--- src/rtl/mips_pkg.sv ---
// Shared types and defaults for the MIPS instruction/data memory arbiter.
package mips_pkg;

  localparam int unsigned MEM_LAT_DEF    = 2;
  localparam int unsigned STARVE_MAX_DEF = 4;
  localparam int unsigned ADDR_W         = 32;
  localparam int unsigned DATA_W         = 32;
  localparam int unsigned BE_W           = 4;
  localparam int unsigned LAT_W          = 3;
  localparam int unsigned STREAK_W       = 4;

  typedef enum logic [1:0] {
    IDLE  = 2'd0,
    ISSUE = 2'd1,
    WAIT  = 2'd2,
    DONE  = 2'd3
  } arb_state_e;

  typedef enum logic {
    OWN_IF = 1'b0,
    OWN_DM = 1'b1
  } arb_owner_e;

  // Command latched from the winning port at grant time.
  typedef struct packed {
    logic [ADDR_W-1:0] addr;
    logic [DATA_W-1:0] wdata;
    logic [BE_W-1:0]   be;
  } mem_cmd_t;

endpackage

--- src/rtl/mips_mem_arb_timer.sv ---
// Memory latency countdown: loads MEM_LAT during ISSUE, flags the last WAIT cycle.
module mips_mem_arb_timer
  import mips_pkg::*;
#(
  parameter int unsigned MEM_LAT = MEM_LAT_DEF
) (
  input  logic clk,
  input  logic rst,
  input  logic load,
  output logic done_c
);

  logic [LAT_W-1:0] count;

  always_ff @(posedge clk or posedge rst) begin
    if (rst) begin
      count <= '0;
    end else if (load) begin
      count <= LAT_W'(MEM_LAT);
    end else if (count != '0) begin
      count <= count - LAT_W'(1);
    end
  end

  assign done_c = (count == LAT_W'(1));

endmodule

--- src/rtl/mips_mem_arbiter.sv ---
// Single-port memory arbiter between instruction fetch and data access,
// data-priority with a bounded fetch-starvation streak.
module mips_mem_arbiter
  import mips_pkg::*;
#(
  parameter int unsigned MEM_LAT    = MEM_LAT_DEF,
  parameter int unsigned STARVE_MAX = STARVE_MAX_DEF
) (
  input  logic              clk,
  input  logic              rst,
  input  logic              if_req,
  input  logic [ADDR_W-1:0] if_addr,
  output logic              if_ready,
  output logic [DATA_W-1:0] if_rdata,
  input  logic              dm_req,
  input  logic              dm_we,
  input  logic [ADDR_W-1:0] dm_addr,
  input  logic [DATA_W-1:0] dm_wdata,
  input  logic [BE_W-1:0]   dm_be,
  output logic              dm_ready,
  output logic [DATA_W-1:0] dm_rdata,
  output logic              mem_en,
  output logic              mem_we,
  output logic [ADDR_W-1:0] mem_addr,
  output logic [DATA_W-1:0] mem_wdata,
  output logic [BE_W-1:0]   mem_be,
  input  logic [DATA_W-1:0] mem_rdata
);

  arb_state_e          state_q, state_d;
  arb_owner_e          owner_q, owner_d;
  mem_cmd_t            cmd_q, cmd_d;
  logic [STREAK_W-1:0] streak_q, streak_d;
  logic                mem_en_q, mem_en_d;
  logic                mem_we_q, mem_we_d;
  logic                if_ready_q, if_ready_d;
  logic                dm_ready_q, dm_ready_d;
  logic [DATA_W-1:0]   rdata_q, rdata_d;
  logic                timer_done_c;

  mips_mem_arb_timer #(
    .MEM_LAT(MEM_LAT)
  ) u_timer (
    .clk    (clk),
    .rst    (rst),
    .load   (state_q == ISSUE),
    .done_c (timer_done_c)
  );

  always_ff @(posedge clk or posedge rst) begin
    if (rst) begin
      state_q    <= IDLE;
      owner_q    <= OWN_IF;
      cmd_q      <= '0;
      streak_q   <= '0;
      mem_en_q   <= 1'b0;
      mem_we_q   <= 1'b0;
      if_ready_q <= 1'b0;
      dm_ready_q <= 1'b0;
      rdata_q    <= '0;
    end else begin
      state_q    <= state_d;
      owner_q    <= owner_d;
      cmd_q      <= cmd_d;
      streak_q   <= streak_d;
      mem_en_q   <= mem_en_d;
      mem_we_q   <= mem_we_d;
      if_ready_q <= if_ready_d;
      dm_ready_q <= dm_ready_d;
      rdata_q    <= rdata_d;
    end
  end

  // Next state plus next values of every registered output.
  always_comb begin
    state_d    = state_q;
    owner_d    = owner_q;
    cmd_d      = cmd_q;
    streak_d   = streak_q;
    mem_en_d   = 1'b0;
    mem_we_d   = 1'b0;
    if_ready_d = 1'b0;
    dm_ready_d = 1'b0;
    rdata_d    = rdata_q;
    case (state_q)
      IDLE: begin
        if (if_req || dm_req) begin
          state_d  = ISSUE;
          mem_en_d = 1'b1;
          // Data wins ties unless the fetch has already been passed over STARVE_MAX times.
          if (dm_req && !(if_req && (streak_q == STREAK_W'(STARVE_MAX)))) begin
            owner_d     = OWN_DM;
            cmd_d.addr  = dm_addr;
            cmd_d.wdata = dm_wdata;
            cmd_d.be    = dm_be;
            mem_we_d    = dm_we;
            if (if_req) begin
              streak_d = streak_q + STREAK_W'(1);
            end
          end else begin
            owner_d     = OWN_IF;
            cmd_d.addr  = if_addr;
            cmd_d.wdata = '0;
            cmd_d.be    = '0;
            streak_d    = '0;
          end
        end
      end
      ISSUE: state_d = WAIT;
      WAIT: begin
        if (timer_done_c) begin
          state_d    = DONE;
          rdata_d    = mem_rdata;
          if_ready_d = (owner_q == OWN_IF);
          dm_ready_d = (owner_q == OWN_DM);
        end
      end
      DONE:    state_d = IDLE;
      default: state_d = IDLE;
    endcase
  end

  assign mem_en    = mem_en_q;
  assign mem_we    = mem_we_q;
  assign mem_addr  = cmd_q.addr;
  assign mem_wdata = cmd_q.wdata;
  assign mem_be    = cmd_q.be;
  assign if_ready  = if_ready_q;
  assign dm_ready  = dm_ready_q;
  assign if_rdata  = rdata_q;
  assign dm_rdata  = rdata_q;

endmodule

--- config.mk ---
export PLATFORM = sky130hd
export DESIGN_NAME = mips_mem_arbiter
export DESIGN_NICKNAME = d
export VERILOG_FILES = /design/src/rtl/mips_pkg.sv /design/src/rtl/mips_mem_arb_timer.sv /design/src/rtl/mips_mem_arbiter.sv
export SDC_FILE = /design/constraint.sdc
export NUM_CORES = 1
export LEC_CHECK = 0
export ABC_AREA = 1
export CAP_MARGIN = 10
export CORE_ASPECT_RATIO = 0.5
export CORE_UTILIZATION = 43
export DETAILED_ROUTE_END_ITERATION = 16
export PLACE_DENSITY_LB_ADDON = 0.12
export SYNTH_ARGS = -nofsm -noshare
export SYNTH_HDL_FRONTEND = slang
export SYNTH_SLANG_ARGS = --single-unit
--- constraint.sdc ---
create_clock -name clk -period 11 [get_ports clk]
set_clock_uncertainty 0.1 [all_clocks]
set_input_delay 1.1 -clock clk [delete_from_list [all_inputs] [get_ports clk]]
set_output_delay 1.1 -clock clk [all_outputs]
set_load 0.02 [all_outputs]
== Word-level counts from Yosys, hierarchy flattened ==
Index checks and enable logic that the tools add are counted.

* $add $sub $neg: 2
* Equal/unequal tests: 8
* Mux-type cells: 18
* Bitwise operators: 1
* Reduce and logical (&&, ||, !) cells: 11

{| class="wikitable"
|+ Operator list
! cell !! number
|-
| 68-bit two-way mux || 1
|-
| 1-bit two-way mux || 10
|-
| 4-bit two-way mux || 2
|-
| 2-bit case mux with 4 select lines || 1
|-
| 3-bit two-way mux || 2
|-
| 2-bit != test (second input constant) || 3
|-
| 2-bit AND reduction || 3
|-
| 4-bit by 1-bit adder with 4-bit output (second input constant) || 1
|-
| 2-bit == test (second input constant) || 2
|-
| 4-bit by 3-bit == test with 1-bit output (second input constant) || 1
|-
| 2-bit two-way mux || 2
|-
| 3-bit by 1-bit == test with 1-bit output (second input constant) || 1
|-
| 3-bit AND reduction || 1
|-
| 3-bit nonzero test || 1
|-
| 3-bit by 1-bit subtractor with 3-bit output (second input constant) || 1
|-
| 2-bit by 1-bit == test with 1-bit output (second input constant) || 1
|-
| 1-bit logical AND || 2
|-
| 2-bit logical NOT || 1
|-
| 2-bit nonzero test || 1
|-
| 1-bit logical NOT || 1
|-
| 1-bit logical OR || 1
|-
| 1-bit NOT || 1
|}

* Bits in registers: 114
* Bits of input ports: 137
* Output and inout port bits: 136
* Word-level logic and storage cells: 52

== Depth between registers and ports, before layout ==
* Depth after elaboration: 7
* Mapped depth: 10
* Mapped depth without buffers: 9

== Hierarchy ==
Synthesis repeated with hierarchy kept, for this count alone.

* Cells, all modules: 613
* Area, all modules: 5336.4 um2

{| class="wikitable"
|+ Modules (own cells, without submodules)
! module !! instances !! cells each !! area each (um2) !! seq. area each (um2)
|-
| mips_mem_arbiter || 1 || 586 || 5126.2 || 2777.7
|-
| mips_mem_arb_timer || 1 || 27 || 210.2 || 75.1
|}

== Worst setup path after synthesis ==
No wires, ideal clock.

* Path kind: input to register
* Start: input port dm_req
* End: register cmd_q (netlist bit mem_addr[26])
* Data arrival time: 1.969 ns
* Required time: 10.782 ns
* Setup slack: 8.813 ns
* Stages on the path: 8
* Path buffers: 3
* Cells stage by stage: buf_4 -> inv_2 -> a21oi_4 -> inv_2 -> buf_2 -> buf_4 -> nand2_1 -> nand2_1

* Word-level cells in the longest chain between the ends: 2
* Elaborated cells on any way between the ends: 4

{| class="wikitable"
|+ RTL lines
! what !! line !! source
|-
| start: declaration || mips_mem_arbiter.sv:15 || <nowiki>input logic dm_req,</nowiki>
|-
| 1-bit logical AND / 1-bit logical OR (equally long branches) || mips_mem_arbiter.sv:91, mips_mem_arbiter.sv:87 ||
|-
| 68-bit two-way mux / 2-bit AND reduction (equally long branches) || n/a ||
|-
| end signal: assignment || mips_mem_arbiter.sv:64 || <nowiki>cmd_q <= cmd_d;</nowiki>
|-
| end: declaration || mips_mem_arbiter.sv:32 || <nowiki>mem_cmd_t cmd_q, cmd_d;</nowiki>
|}

Several ways; a longest one is shown, not always the timed one.
A chain may end at the register's enable or synchronous reset.

== Final worst setup path ==
* Start: input port if_req
* End: register cmd_q (netlist bit mem_wdata[16])

* Word-level cells in the longest chain between the ends: 4
* Elaborated cells on any way between the ends: 6

{| class="wikitable"
|+ RTL lines
! what !! line !! source
|-
| start: declaration || mips_mem_arbiter.sv:11 || <nowiki>input logic if_req,</nowiki>
|-
| 1-bit logical AND || mips_mem_arbiter.sv:91 || <nowiki>if (dm_req && !(if_req && (streak_q == STREAK_W'(STARVE_MAX)))) begin</nowiki>
|-
| 1-bit logical NOT || mips_mem_arbiter.sv:91 ||
|-
| 1-bit logical AND || mips_mem_arbiter.sv:91 ||
|-
| 68-bit two-way mux || mips_mem_arbiter.sv:91 ||
|}

Several ways; a longest one is shown, not always the timed one.

==> run_results.csv <==
group,metric,value,unit
setup_path,r2r_setup_slack,7.87,ns
detailed_routing,drc,0,
global_route,grtUsageTotal,23.0,%
clock_network,h-tree-depth,4,
setup_path,endpoint_kind,"flop",
cells_and_area,antennaDiodeCount,0,
logic_synthesis,synthMuxAreaShare,0,%
timing,min_period,3.64,ns
logic_synthesis,syn_nets,825,
clock_network,post_cts_resized,0,
setup_path,crit_family,"simple AND/OR/NAND/NOR gates",
setup_path,critPathMaxFanout,37,
logic_synthesis,synth_compound_area_share,1.19,%
setup_path,worstReg2RegStart,"streak_q[0]",
timing,drv_slew,0,
die,core_region_area,12000,µm²
detailed_routing,firstDrtPassIters,5,
pwr,power,1150,µW
setup_path,path_buf_inv,2,
timing,fin_setup_tns,0,ns
timing,setup_viol,0,
setup_path,crit_path_start_kind,"primary input",
clock_network,post_cts_buffers,0,
die,die_area,13000,µm²
clock_network,clock_latency,0.40,ns
placed_design,hpwl,10300,µm
global_route,antenna_found_initial,0,
logic_synthesis,synth_edf_count,0,
clock_network,path_clk_slew,0.05,ns
logic_synthesis,yosys.cell_types.count,22,
die,die_width,160,µm
logic_synthesis,synth_area_leader_cell,"dfrtp_1",
detailed_routing,vias,5034,
cells_and_area,synthToLayoutAreaGrowth,59.1,%
clock_network,cts.path.max_buffers,2,
global_route,overflow,0,
logic_synthesis,yosys_warnings,0,
setup_path,cp_common_cell,"nand2_1",
logic_synthesis,synthesis.instances,679,
clock_network,cts-root-buf,"clkbuf_16",
logic_synthesis,synth_top_family_by_area,"simple AND/OR/NAND/NOR gates",
placed_design,place_ws,6.98,ns
placed_design,place_congestion,0.878,
global_route,grt_pass1_vias,4755,
die,ioPinCount,273,
pwr,vdd_drop_max,97.1,µV
min_path,min_path_type,"flop to flop",
global_route,grt_max_degree,82,
logic_synthesis,netlist_top_cells_count,"nand2_1 (279), dfrtp_1 (114), nand3_1 (98)",
timing,slew-limit-headroom,23.6,%
setup_path,critical_path_class,"primary input to flop",
detailed_routing,ant_nets,0,
setup_path,slowest_stage,"nor2_4",
clock_network,clock_sinks,114,
pwr,power_leakage,0.00424,µW
placed_design,port_buffers,272,
cells_and_area,finish.utilization,71.4,%
setup_path,worstPathArrival,3.87,ns
logic_synthesis,synth_xor_area_share,0.326,%
timing,fin_ws,7.36,ns
setup_path,reg2reg_to,"mem_wdata[16]",
timing,rsz0062_at_grt,"no",
setup_path,critPathCapture,"mem_wdata[16]",
cells_and_area,nets,1055,
timing,hold_viol_final,0,
job,cap_violations,0,
logic_synthesis,synth_top_cell_area_share,53.1,%
logic_synthesis,synth_area,5380,µm²
logic_synthesis,async_flop_share,100,%
die,initial_core_util,44.9,%
logic_synthesis,synthSimpleGateAreaFrac,30.3,%
setup_path,cp.depth,8,
logic_synthesis,synth.area.top_cells,"dfrtp_1 (53%), nand2_1 (19%), nand3_1 (9.1%)",
setup_path,critPathLaunch,"if_req",
global_route,grt_pass1_wl,23100,µm
logic_synthesis,syn_area_per_cell,7.92,µm²
logic_synthesis,synthAdderAreaFrac,2.09,%
cells_and_area,n_fill_cell,944,
timing,fmax,275,MHz
logic_synthesis,synth_seq_cells,114,
clock_network,cts_made_buffers,17,
pwr,power.density,135,nW/µm²
detailed_routing,wire_per_inst,13.7,µm
setup_path,reg2regPathDepth,9,
logic_synthesis,synth-main-ff-cell,"dfrtp_1",
detailed_routing,routed_wl,14900,µm
die,die_h,81.1,µm
die,rows,28,
setup_path,cp_slowest_stage_delay,0.82,ns
logic_synthesis,synth-seq-area-share,53.1,%
detailed_routing,vias_per_cell,4.64,
timing,finalCritPeriodShare,33.1,%
clock_network,holdBufCountCts,0,
timing,worst_pin_slew,1.14,ns
cells_and_area,drive_gt1_share,4.67,%
detailed_routing,drt_iter0_drc,299,
outcome,status,"finished, final reports clean",
logic_synthesis,synthMostInstantiatedCell,"nand2_1",
setup_path,worst_ep_required_time,11.23,ns
clock_network,cts_tree,"yes",
setup_path,crit_chain,"clkdlybuf4s50_1 > nand2_1 > inv_1 > nand2_2 > nand2_2 > nor2_4 > nand2_1 > nand2_1",
-- cell type report --
type,instances,area [µm²],area share (%)
well taps,165,206,2.41
repair buffers,276,2750,32.2
inverters,84,318,3.71
clock inverters,10,133,1.55
multi-input cells,416,1820,21.3
flip-flops and latches,114,2850,33.3
clock buffers,21,470,5.50
-- sequential cells by signal, indices dropped and copies added, names as in the netlist --
| signal | count |
|---|---|
| if_ready | 1 |
| mem_we | 1 |
| mem_be | 4 |
| dm_rdata | 32 |
| streak_q | 4 |
| mem_addr | 32 |
| mem_en | 1 |
| u_timer.count | 3 |
| mem_wdata | 32 |
| owner_q | 1 |
| state_q | 2 |
| dm_ready | 1 |
-- metrics by stage --
stage / hold slack, ns / area (µm²) / instances
3_3_place_gp: 0.358 / 7950 / 1055
4_1_cts: 0.361 / 8560 / 1086
6_report: 0.360 / 8560 / 1086
5_1_grt: 0.392 / 8560 / 1086
2_1_floorplan: 0.303 / 5380 / 679
3_5_place_dp: 0.353 / 7950 / 1055
-- worst min path at each step --
stage / start / end / slack [ns] / cells past startpoint
after CTS: owner_q / if_ready / 0.36 / 1
after floorplan: owner_q / if_ready / 0.30 / 1
after detailed placement: owner_q / if_ready / 0.35 / 1
after global placement: owner_q / if_ready / 0.36 / 1
after global routing: owner_q / if_ready / 0.39 / 1
final: owner_q / if_ready / 0.36 / 1
-- placed cells by master, fill, tap and decap left out --
cell and count:
nand2_1 279, clkdlybuf4s50_1 272, dfrtp_1 114, nand3_1 98, inv_1 80, clkbuf_16 17, nor2_1 10, ha_1 9
o21ai_0 6, clkinv_2 4, buf_4 4, inv_2 3, nand4_1 3, clkbuf_8 3, clkinvlp_4 3, bufinv_16 3
nand2_2 2, a21oi_4 1, nor3_1 1, a31oi_1 1, nor2_2 1, o22ai_1 1, xor2_1 1, nor2_4 1
inv_4 1, xnor2_1 1, a21oi_1 1, clkbuf_1 1
-- layer usage --
metal | wire length (µm) | track usage (%) | vias to the layer above
met5 | 0 | 0 | -
met4 | 202 | 8.10 | 0
met3 | 1000 | 6.38 | 20
met2 | 7480 | 40.7 | 196
met1 | 6180 | 27.4 | 2323
li1 | - | - | 2495
-- report_power, final --
part	switching, µW	leakage, µW	internal (µW)
sequential	10.2	0.00130	437
clock	186	0.000291	371
combinational	64.3	0.00264	82.6
-- logic make-up after synthesis --
group	after synthesis
and+or+nand+nor	395
buffers and inverters	149
DFF	114
AOI/OAI and AO/OA	10
adders and majority gates	9
xor gates and xnor gates	2
(Power assumes the default switching activity.)
